## config.mk

```make
export PLATFORM = sky130hd
export DESIGN_NAME = game_stat_ctrl
export DESIGN_NICKNAME = d
export VERILOG_FILES = /design/src/rtl/game_stat_ctrl.sv
export SDC_FILE = /design/constraint.sdc
export NUM_CORES = 1
export LEC_CHECK = 0
export CAP_MARGIN = 10
export CORE_ASPECT_RATIO = 1.1
export CORE_MARGIN = 4
export CORE_UTILIZATION = 52
export DETAILED_ROUTE_END_ITERATION = 16
export GPL_TIMING_DRIVEN = 0
export PLACE_DENSITY = 0.8
export SLEW_MARGIN = 20
export SYNTH_ARGS = -nofsm -noshare
export SYNTH_HDL_FRONTEND = slang
export SYNTH_SLANG_ARGS = --single-unit
```

## constraint.sdc

```tcl
create_clock -name clk -period 2.1 [get_ports clk]
set_input_delay 0.63 -clock clk [delete_from_list [all_inputs] [get_ports clk]]
set_output_delay 0.63 -clock clk [all_outputs]
set_load 0.005 [all_outputs]
```

## src/rtl/game_stat_ctrl.sv

```systemverilog
// Whack-a-mole round state machine, one-second countdown and hit/escape statistics.
// Optional macro COMBO_BONUS_EN: a hit scores 2 points once the running combo is at least 4.
module game_stat_ctrl #(
    parameter int unsigned CLK_FREQ   = 50_000_000,
    parameter int unsigned GAME_TIME  = 60,
    parameter int unsigned LEVEL_STEP = 10,
    parameter int unsigned MAX_LEVEL  = 9
) (
    input  logic       clk,
    input  logic       rst_n,
    input  logic       start,
    input  logic       pause,
    input  logic       hit,
    input  logic       escape,
    output logic [1:0] state,
    output logic [9:0] timer,
    output logic [9:0] score,
    output logic [7:0] kill,
    output logic [7:0] runaway,
    output logic [7:0] combo,
    output logic [3:0] level
);

    typedef enum logic [1:0] {
        StIdle  = 2'd0,
        StPlay  = 2'd1,
        StPause = 2'd2,
        StOver  = 2'd3
    } state_e;

    localparam logic [9:0]  TimeInit  = 10'(GAME_TIME);
    localparam logic [3:0]  LevelMax  = 4'(MAX_LEVEL);
    localparam logic [31:0] PresWrap  = 32'(CLK_FREQ - 1);
    localparam logic [31:0] LevelWrap = 32'(LEVEL_STEP - 1);
    localparam logic [9:0]  ScoreMax  = 10'd999;

    state_e      state_q, state_d;
    logic [31:0] presc_q, presc_d;
    logic [31:0] level_cnt_q, level_cnt_d;
    logic [9:0]  timer_q, timer_d;
    logic [9:0]  score_q, score_d;
    logic [7:0]  kill_q, kill_d;
    logic [7:0]  runaway_q, runaway_d;
    logic [7:0]  combo_q, combo_d;
    logic [3:0]  level_q, level_d;

    logic        in_play, launch, sec_tick, hit_ok, esc_ok;
    logic [1:0]  score_inc;
    logic [10:0] score_sum;

    assign in_play  = (state_q == StPlay);
    assign launch   = start && ((state_q == StIdle) || (state_q == StOver));
    assign sec_tick = in_play && (presc_q == PresWrap);
    assign hit_ok   = in_play && hit;
    assign esc_ok   = in_play && escape;

    // Increment depends on the combo value before this cycle's update.
`ifdef COMBO_BONUS_EN
    assign score_inc = (combo_q >= 8'd4) ? 2'd2 : 2'd1;
`else
    assign score_inc = 2'd1;
`endif
    assign score_sum = {1'b0, score_q} + {9'd0, score_inc};

    always_comb begin
        state_d = state_q;
        unique case (state_q)
            StIdle, StOver: if (start) state_d = StPlay;
            // Running out of time beats a simultaneous pause request.
            StPlay: begin
                if (sec_tick && (timer_q == 10'd1)) state_d = StOver;
                else if (pause)                     state_d = StPause;
            end
            StPause: if (pause) state_d = StPlay;
            default: state_d = StIdle;
        endcase
    end

    always_comb begin
        presc_d     = presc_q;
        level_cnt_d = level_cnt_q;
        timer_d     = timer_q;
        score_d     = score_q;
        kill_d      = kill_q;
        runaway_d   = runaway_q;
        combo_d     = combo_q;
        level_d     = level_q;
        if (launch) begin
            presc_d     = '0;
            level_cnt_d = '0;
            timer_d     = TimeInit;
            score_d     = '0;
            kill_d      = '0;
            runaway_d   = '0;
            combo_d     = '0;
            level_d     = 4'd1;
        end else begin
            if (in_play) presc_d = sec_tick ? '0 : presc_q + 32'd1;
            if (sec_tick) timer_d = timer_q - 10'd1;
            if (hit_ok) begin
                if (kill_q != 8'hFF)  kill_d  = kill_q + 8'd1;
                if (combo_q != 8'hFF) combo_d = combo_q + 8'd1;
                score_d = (score_sum > {1'b0, ScoreMax}) ? ScoreMax : score_sum[9:0];
                if (level_cnt_q >= LevelWrap) begin
                    level_cnt_d = '0;
                    if (level_q < LevelMax) level_d = level_q + 4'd1;
                end else begin
                    level_cnt_d = level_cnt_q + 32'd1;
                end
            end
            if (esc_ok) begin
                if (runaway_q != 8'hFF) runaway_d = runaway_q + 8'd1;
                combo_d = '0;
            end
        end
    end

    always_ff @(posedge clk or negedge rst_n) begin
        if (!rst_n) begin
            state_q     <= StIdle;
            presc_q     <= '0;
            level_cnt_q <= '0;
            timer_q     <= TimeInit;
            score_q     <= '0;
            kill_q      <= '0;
            runaway_q   <= '0;
            combo_q     <= '0;
            level_q     <= 4'd1;
        end else begin
            state_q     <= state_d;
            presc_q     <= presc_d;
            level_cnt_q <= level_cnt_d;
            timer_q     <= timer_d;
            score_q     <= score_d;
            kill_q      <= kill_d;
            runaway_q   <= runaway_d;
            combo_q     <= combo_d;
            level_q     <= level_d;
        end
    end

    assign state   = state_q;
    assign timer   = timer_q;
    assign score   = score_q;
    assign kill    = kill_q;
    assign runaway = runaway_q;
    assign combo   = combo_q;
    assign level   = level_q;

endmodule
```

**Yosys cells after proc, flatten, opt, wreduce, memory -nomap -nowiden**

Index checks and enable logic that the tools add are counted.

- $add $sub $neg: 8
- $mul: 0
- Divide/modulo/power cells: 0
- Order comparisons: 3
- Equality and inequality tests: 11
- Shifts and indexed selects: 0
- Muxes and demuxes: 30
- Bitwise operators: 0
- Reductions and logical operators: 23

Operator list:

| cell | number |
|---|---|
| 32-bit two-way mux | 6 |
| 8-bit two-way mux | 10 |
| 32-bit by 1-bit adder with 32-bit output, second input constant | 2 |
| 10-bit two-way mux | 5 |
| 32-bit by 26-bit == test with 1-bit output, second input constant | 1 |
| 32-bit by 4-bit >= comparator with 1-bit output, second input constant | 1 |
| 8-bit by 1-bit adder with 8-bit output, second input constant | 3 |
| 8-bit inequality test, second input constant | 3 |
| 4-bit two-way mux | 4 |
| 2-bit nonzero test | 8 |
| 10-bit by 1-bit adder with 11-bit output, second input constant | 1 |
| 11-bit by 10-bit greater-than comparator with 1-bit output, second input constant | 1 |
| 10-bit by 1-bit == test with 1-bit output, second input constant | 1 |
| 10-bit by 1-bit subtractor with 10-bit output, second input constant | 1 |
| 2-bit two-way mux | 4 |
| 2-bit one-hot mux with 3 select lines | 1 |
| 2-bit AND reduction | 3 |
| 3-bit AND reduction | 2 |
| 3-bit nonzero test | 2 |
| 1-bit logical AND | 5 |
| 4-bit by 1-bit adder with 4-bit output, second input constant | 1 |
| 2-bit == test, second input constant | 2 |
| 4-bit less-than comparator, second input constant | 1 |
| 2-bit inequality test, second input constant | 2 |
| other kinds (5) | 5 |

- Register bits: 114
- Bits in latches: 0
- RAM bits: 0
- Bits in read-only memories: 0
- Input port bits: 6
- Output and inout port bits: 50
- Word-level logic and storage cells: 84
- Memories kept: 0

**Longest topological paths before layout**

- Depth after elaboration: 5
- Gate-level depth with buffers: 9

**Worst setup path after synthesis**

No wires, ideal clock.

- Path type: register to register
- From: register score_q[0] (netlist: score[0])
- To: register score_q[2] (netlist: score[2])
- Library setup time: 0.104 ns
- Data arrival time: 2.032 ns
- Required time: 1.996 ns
- Setup slack: -0.036 ns
- Stages on the path, launching flop included: 9
- Clock period less this slack: 2.136 ns
- Path through: dfrtp_1 -> ha_1 -> clkbuf_1 -> and2_1 -> o41ai_1 -> a31oi_1 -> a211oi_2 -> o21ai_1 -> a221oi_1

- Longest elaborated chain between the ends: 5

Ends and longest elaborated chain:

| element | line | source |
|---|---|---|
| start, declared | 41 | `logic [9:0] score_q, score_d;` |
| start signal, assigned | 134 | `score_q <= score_d;` |
| 10-bit by 1-bit adder with 11-bit output * | 63 | `assign score_sum = {1'b0, score_q} + {9'd0, score_inc};` |
| 11-bit by 10-bit greater-than comparator with 1-bit output | 103 | `score_d = (score_sum > {1'b0, ScoreMax}) ? ScoreMax : score_sum[9:0];` |
| 10-bit two-way mux * | 103 |  |
| 10-bit two-way mux * | 100 | `if (hit_ok) begin` |
| 10-bit two-way mux * | 88 | `if (launch) begin` |

Mark *: on every way between the ends. The rest lies on a longest branch, timed or not. The select of a mux whose other input is x is not followed.
A chain may end at the register's enable or synchronous reset.

**Worst setup path in the final report**

Ends and elaborated chain as after synthesis.

==> impl_summary.txt <==
----------------------------------------------------
[STA]
  Sum of negative setup slack ... -260 ps
  Number of max-slew violations in the final report ... 0
  Final Worst Setup Slack ... -109 ps
  Number of setup violations in the final report ... 7
  Final clock skew ... 7.45 ps
  Fraction of the cycle the final worst path needs ... 105%
  Final number of hold-violating endpoints ... 0
  Min Clock Period, post-route ... around 2200 ps
  Maximum clock frequency ... 453 MHz
  Slew margin rel. ... 59.6%
  RSZ-0062 raised after global routing ... true
  Slew at the pin closest to its max-slew limit ... around 600 ps

[Yosys]
  Share of synthesized flip-flops with an asynchronous set or reset ... between 90% and 100%
  Number of enable-type register cells in the synthesized netlist ... 0
  Leading cell types by count after synthesis ... dfrtp_1, nor2_1, nand2_1
  Share of the synthesized area in the top cell type ... 45.9%
  Top cells by area, synth ... dfrtp_1, nor2_1, xor2_1, ha_1, nand2_1
  Synth cell types ... 62
  Cell accounting for the most synthesized area ... dfrtp_1
  Mapped Nets ... 656
  Sequential area share after synthesis ... 48.2%
  Leading cell type by number of instances after synthesis ... dfrtp_1
  Primary flip-flop cell chosen by synthesis mapping ... dfrtp_1
  Number of warnings reported in the yosys synthesis log ... 0
  Cell Area, Synth ... ~5900 um^2
  Mapped Cells ... 635
  Mean post-synth cell area ... 9.35 um^2
  Synthesis-stage register bit count ... ~110

[Global route]
  Pin count of the biggest net entering global routing ... 73
  Initial antenna violation count ... 0
  First-pass GRT wire length ... around 26000 um
  Combined global-route utilization of all metal layers ... 25.0%
  Global route overflow ... 0
  Via count of the first global-routing pass ... approximately 5600

[Status]
  Failing checks ... setup timing
  Result of the run ... complete, but fails checks

[Clock tree]
  H-tree levels ... 4
  Sinks on Clock Net ... ~110
  Number of hold buffers added after cts ... 0
  CTS tree ... built
  Number of CTS-inserted buffers ... 17
  Clock root buffer master ... clkbuf_16
  Clock transition at path regs ... about 50 ps
  Clock network latency to the later pin of the worst-skew pair ... between 400 and 500 ps
  Maximum clock path buffer count ... 2

[Critical path]
  Crit path kind ... reg -> reg
  Crit path capture type ... register
  Worst path top cell family by delay ... compound AO/OA/AOI/OAI gates
  Arr. time, crit path ... 2530 ps
  Capture point of the worst path ... score[2]$_DFFE_PN0P_
  Number of cells on the critical path ... 7
  CP cell instances ... ha_4 -> and2_4 -> o41ai_4 -> a31oi_2 -> a211oi_2 -> o21ai_1 -> a221oi_2
  Longest individual stage delay on the worst path ... 450 ps
  Worst endpoint required time ... about 2400 ps
  Highest fanout seen on the critical path ... 4
  Highest-delay cell along the critical path ... dfrtp_2
  Crit start category ... register
  Worst Path Buf+Inv ... 0
  Worst R2R Start ... score[0]$_DFFE_PN0P_
  Reg-to-reg critical path endpoint ... score[2]$_DFFE_PN0P_
  Reg2Reg Depth ... 7
  Startpoint of the worst setup timing path ... score[0]$_DFFE_PN0P_
  Worst setup slack for register-to-register paths ... -110 ps

[Pwr]
  Reported net switching power ... 2.80 mW
  Switching share of power ... 33.9%
  Overall power ... 8.26 mW
  Largest vdd supply drop ... approximately 0.9 mV
  Part of the power in registers ... 32.5%
  Cell internal pwr ... ~5.5 mW
  Relative contribution of the clock network to total power ... 33.3%
  Static leakage ... 3.58 nW
  Cell area power density ... 1020 nW/um^2
  Combinational share of power ... 34.2%

[Floorplan]
  Die area ... 13200 um^2
  Site Rows ... 40
  Core Box Area ... 11100 um^2
  Top-level I/O count ... 56
  Height of the chip ... 120 um
  Die width ... 110 um
  Initial core utilization ... 53.7%

[Drt]
  First DRT Iteration DRCs ... 559
  Router iterations before antenna repair ... 7
  Number of vias in the routed layout ... 5536
  Wirelength, routed ... 16600 um
  Per-cell via count in the routed design ... 6.04
  DRC violations left ... 0
  Count of nets left with antenna violations after detail routing ... 0
  Routed len/inst ... 18.2 um

[Finish]
  Filler Cell Count ... 724
  Diode count ... 0
  Final standard cell area without fillers ... roughly 8000 um^2
  Synthesis-to-layout area growth ... 36.3%
  Share of post-route cells with drive strength above 1 ... 23.5%
  Net count reported at finish ... 779

[Placement]
  Routability cong. ... 0.882
  Post-detail-place hpwl ... 9770 um
  Instance area at placement ... 6710 um^2
  Number of buffer cells added on primary ports ... 55

[Run]
  Number of maximum-capacitance violations ... 0

[Min path]
  HP Class ... in -> async

----------------------------------------------------
==> power groups by stage <==
stage / logic (mW) / clock network (mW) / registers [mW]
global placement: 1.86 / 0 / 2.70
floorplan: 1.18 / 0 / 2.67
detailed placement: 1.94 / 0 / 2.72
finish: 2.82 / 2.75 / 2.68
global route: 3.04 / 2.90 / 2.71
CTS: 2.36 / 2.76 / 2.66
==> worst register-to-register path, delay by kind of cell (launching register included) <==
family | cells | cell delay, ps
adder cells (fa/ha/maj) | 1 | 180
AND/OR/NAND/NOR | 1 | 170
AO/OA/AOI/OAI | 5 | 1310
flip-flops | 1 | 450
==> worst min path at each step <==
stage	from	end	slack [ps]	cells past startpoint
after floorplan	rst_n	combo[0]$_DFFE_PN0P_	330	0
after global placement	level_cnt_q[31]$_DFFE_PN0P_	level_cnt_q[31]$_DFFE_PN0P_	490	2
after detailed placement	level_cnt_q[31]$_DFFE_PN0P_	level_cnt_q[31]$_DFFE_PN0P_	500	2
after CTS	rst_n	level_cnt_q[8]$_DFFE_PN0P_	140	1
after global routing	rst_n	level_cnt_q[8]$_DFFE_PN0P_	150	1
final	rst_n	level_cnt_q[10]$_DFFE_PN0P_	120	1
==> area by class of cell <==
type	count	area [um^2]	share of cell area [%]
clock buffers	26	519	6.42
clock inverters	4	47.5	0.588
repair buffers	107	990	12.2
well taps	147	184	2.27
inverters	19	71.3	0.881
flip-flops and latches	114	2880	35.6
multi-input cells	482	3300	40.7
plain buffers	17	106	1.31
==> cell families (layout without fill, tap and decap cells) <==
| group | count (synthesis) | count (layout) | synth area share, % |
|---|---|---|---|
| AOI/OAI and AO/OA | 99 | 99 | 10.4 |
| and+or+nand+nor | 310 | 310 | 27.1 |
| xor gates and xnor gates | 53 | 53 | 7.82 |
| muxes | 5 | 5 | 0.843 |
| adders and majority gates | 15 | 15 | 3.16 |
| buffers and inverters | 39 | 173 | 2.51 |
| DFF | 114 | 114 | 48.2 |
==> flip-flops by register name, indices dropped and copies added, names as in the netlist, 4 cells and up <==
| name | cells |
|---|---|
| combo | 8 |
| kill | 8 |
| level | 4 |
| level_cnt_q | 32 |
| presc_q | 32 |
| runaway | 8 |
| score | 10 |
| timer | 10 |
==> per-layer routing <==
metal / global-route usage, % / wire length, um
met3: 6.35 / 874
met4: 13.5 / 532
met5: 0 / 0
met1: 31.1 / 6570
met2: 39.5 / 8670
==> cells in the final DEF, fill, tap and decap left out, types with 15 or more instances in the layout <==
master	n
nor2_1	99
buf_4	48
dfrtp_1	94
clkdlybuf4s50_1	45
inv_1	17
nand2_1	47
dfrtp_2	15
and3_1	17
xor2_1	37
nand3_1	28
o21ai_0	22
xnor2_1	15
a21oi_1	18
nand4_1	22
clkbuf_16	17
==> timing repair <==
action / in CTS / in global routing
endpoints found under the setup margin: 107 / 111
endpoints found under the hold margin: 0 / 0
resized for setup: 51 / 78
pin swaps: 10 / 33
buffers inserted: 24 / 27
==> through the flow <==
stage	hold WS, ps	worst slack [ps]	utilization, %	std cells
after floorplan	334	-17.9	-	635
after global placement	492	-4300	60.4	837
after detailed placement	497	-896	60.6	838
after CTS	136	-46.4	69.1	890
after global routing	149	-162	73.2	916
final	123	-109	73.2	916
Power figures use the tool's default switching activity.
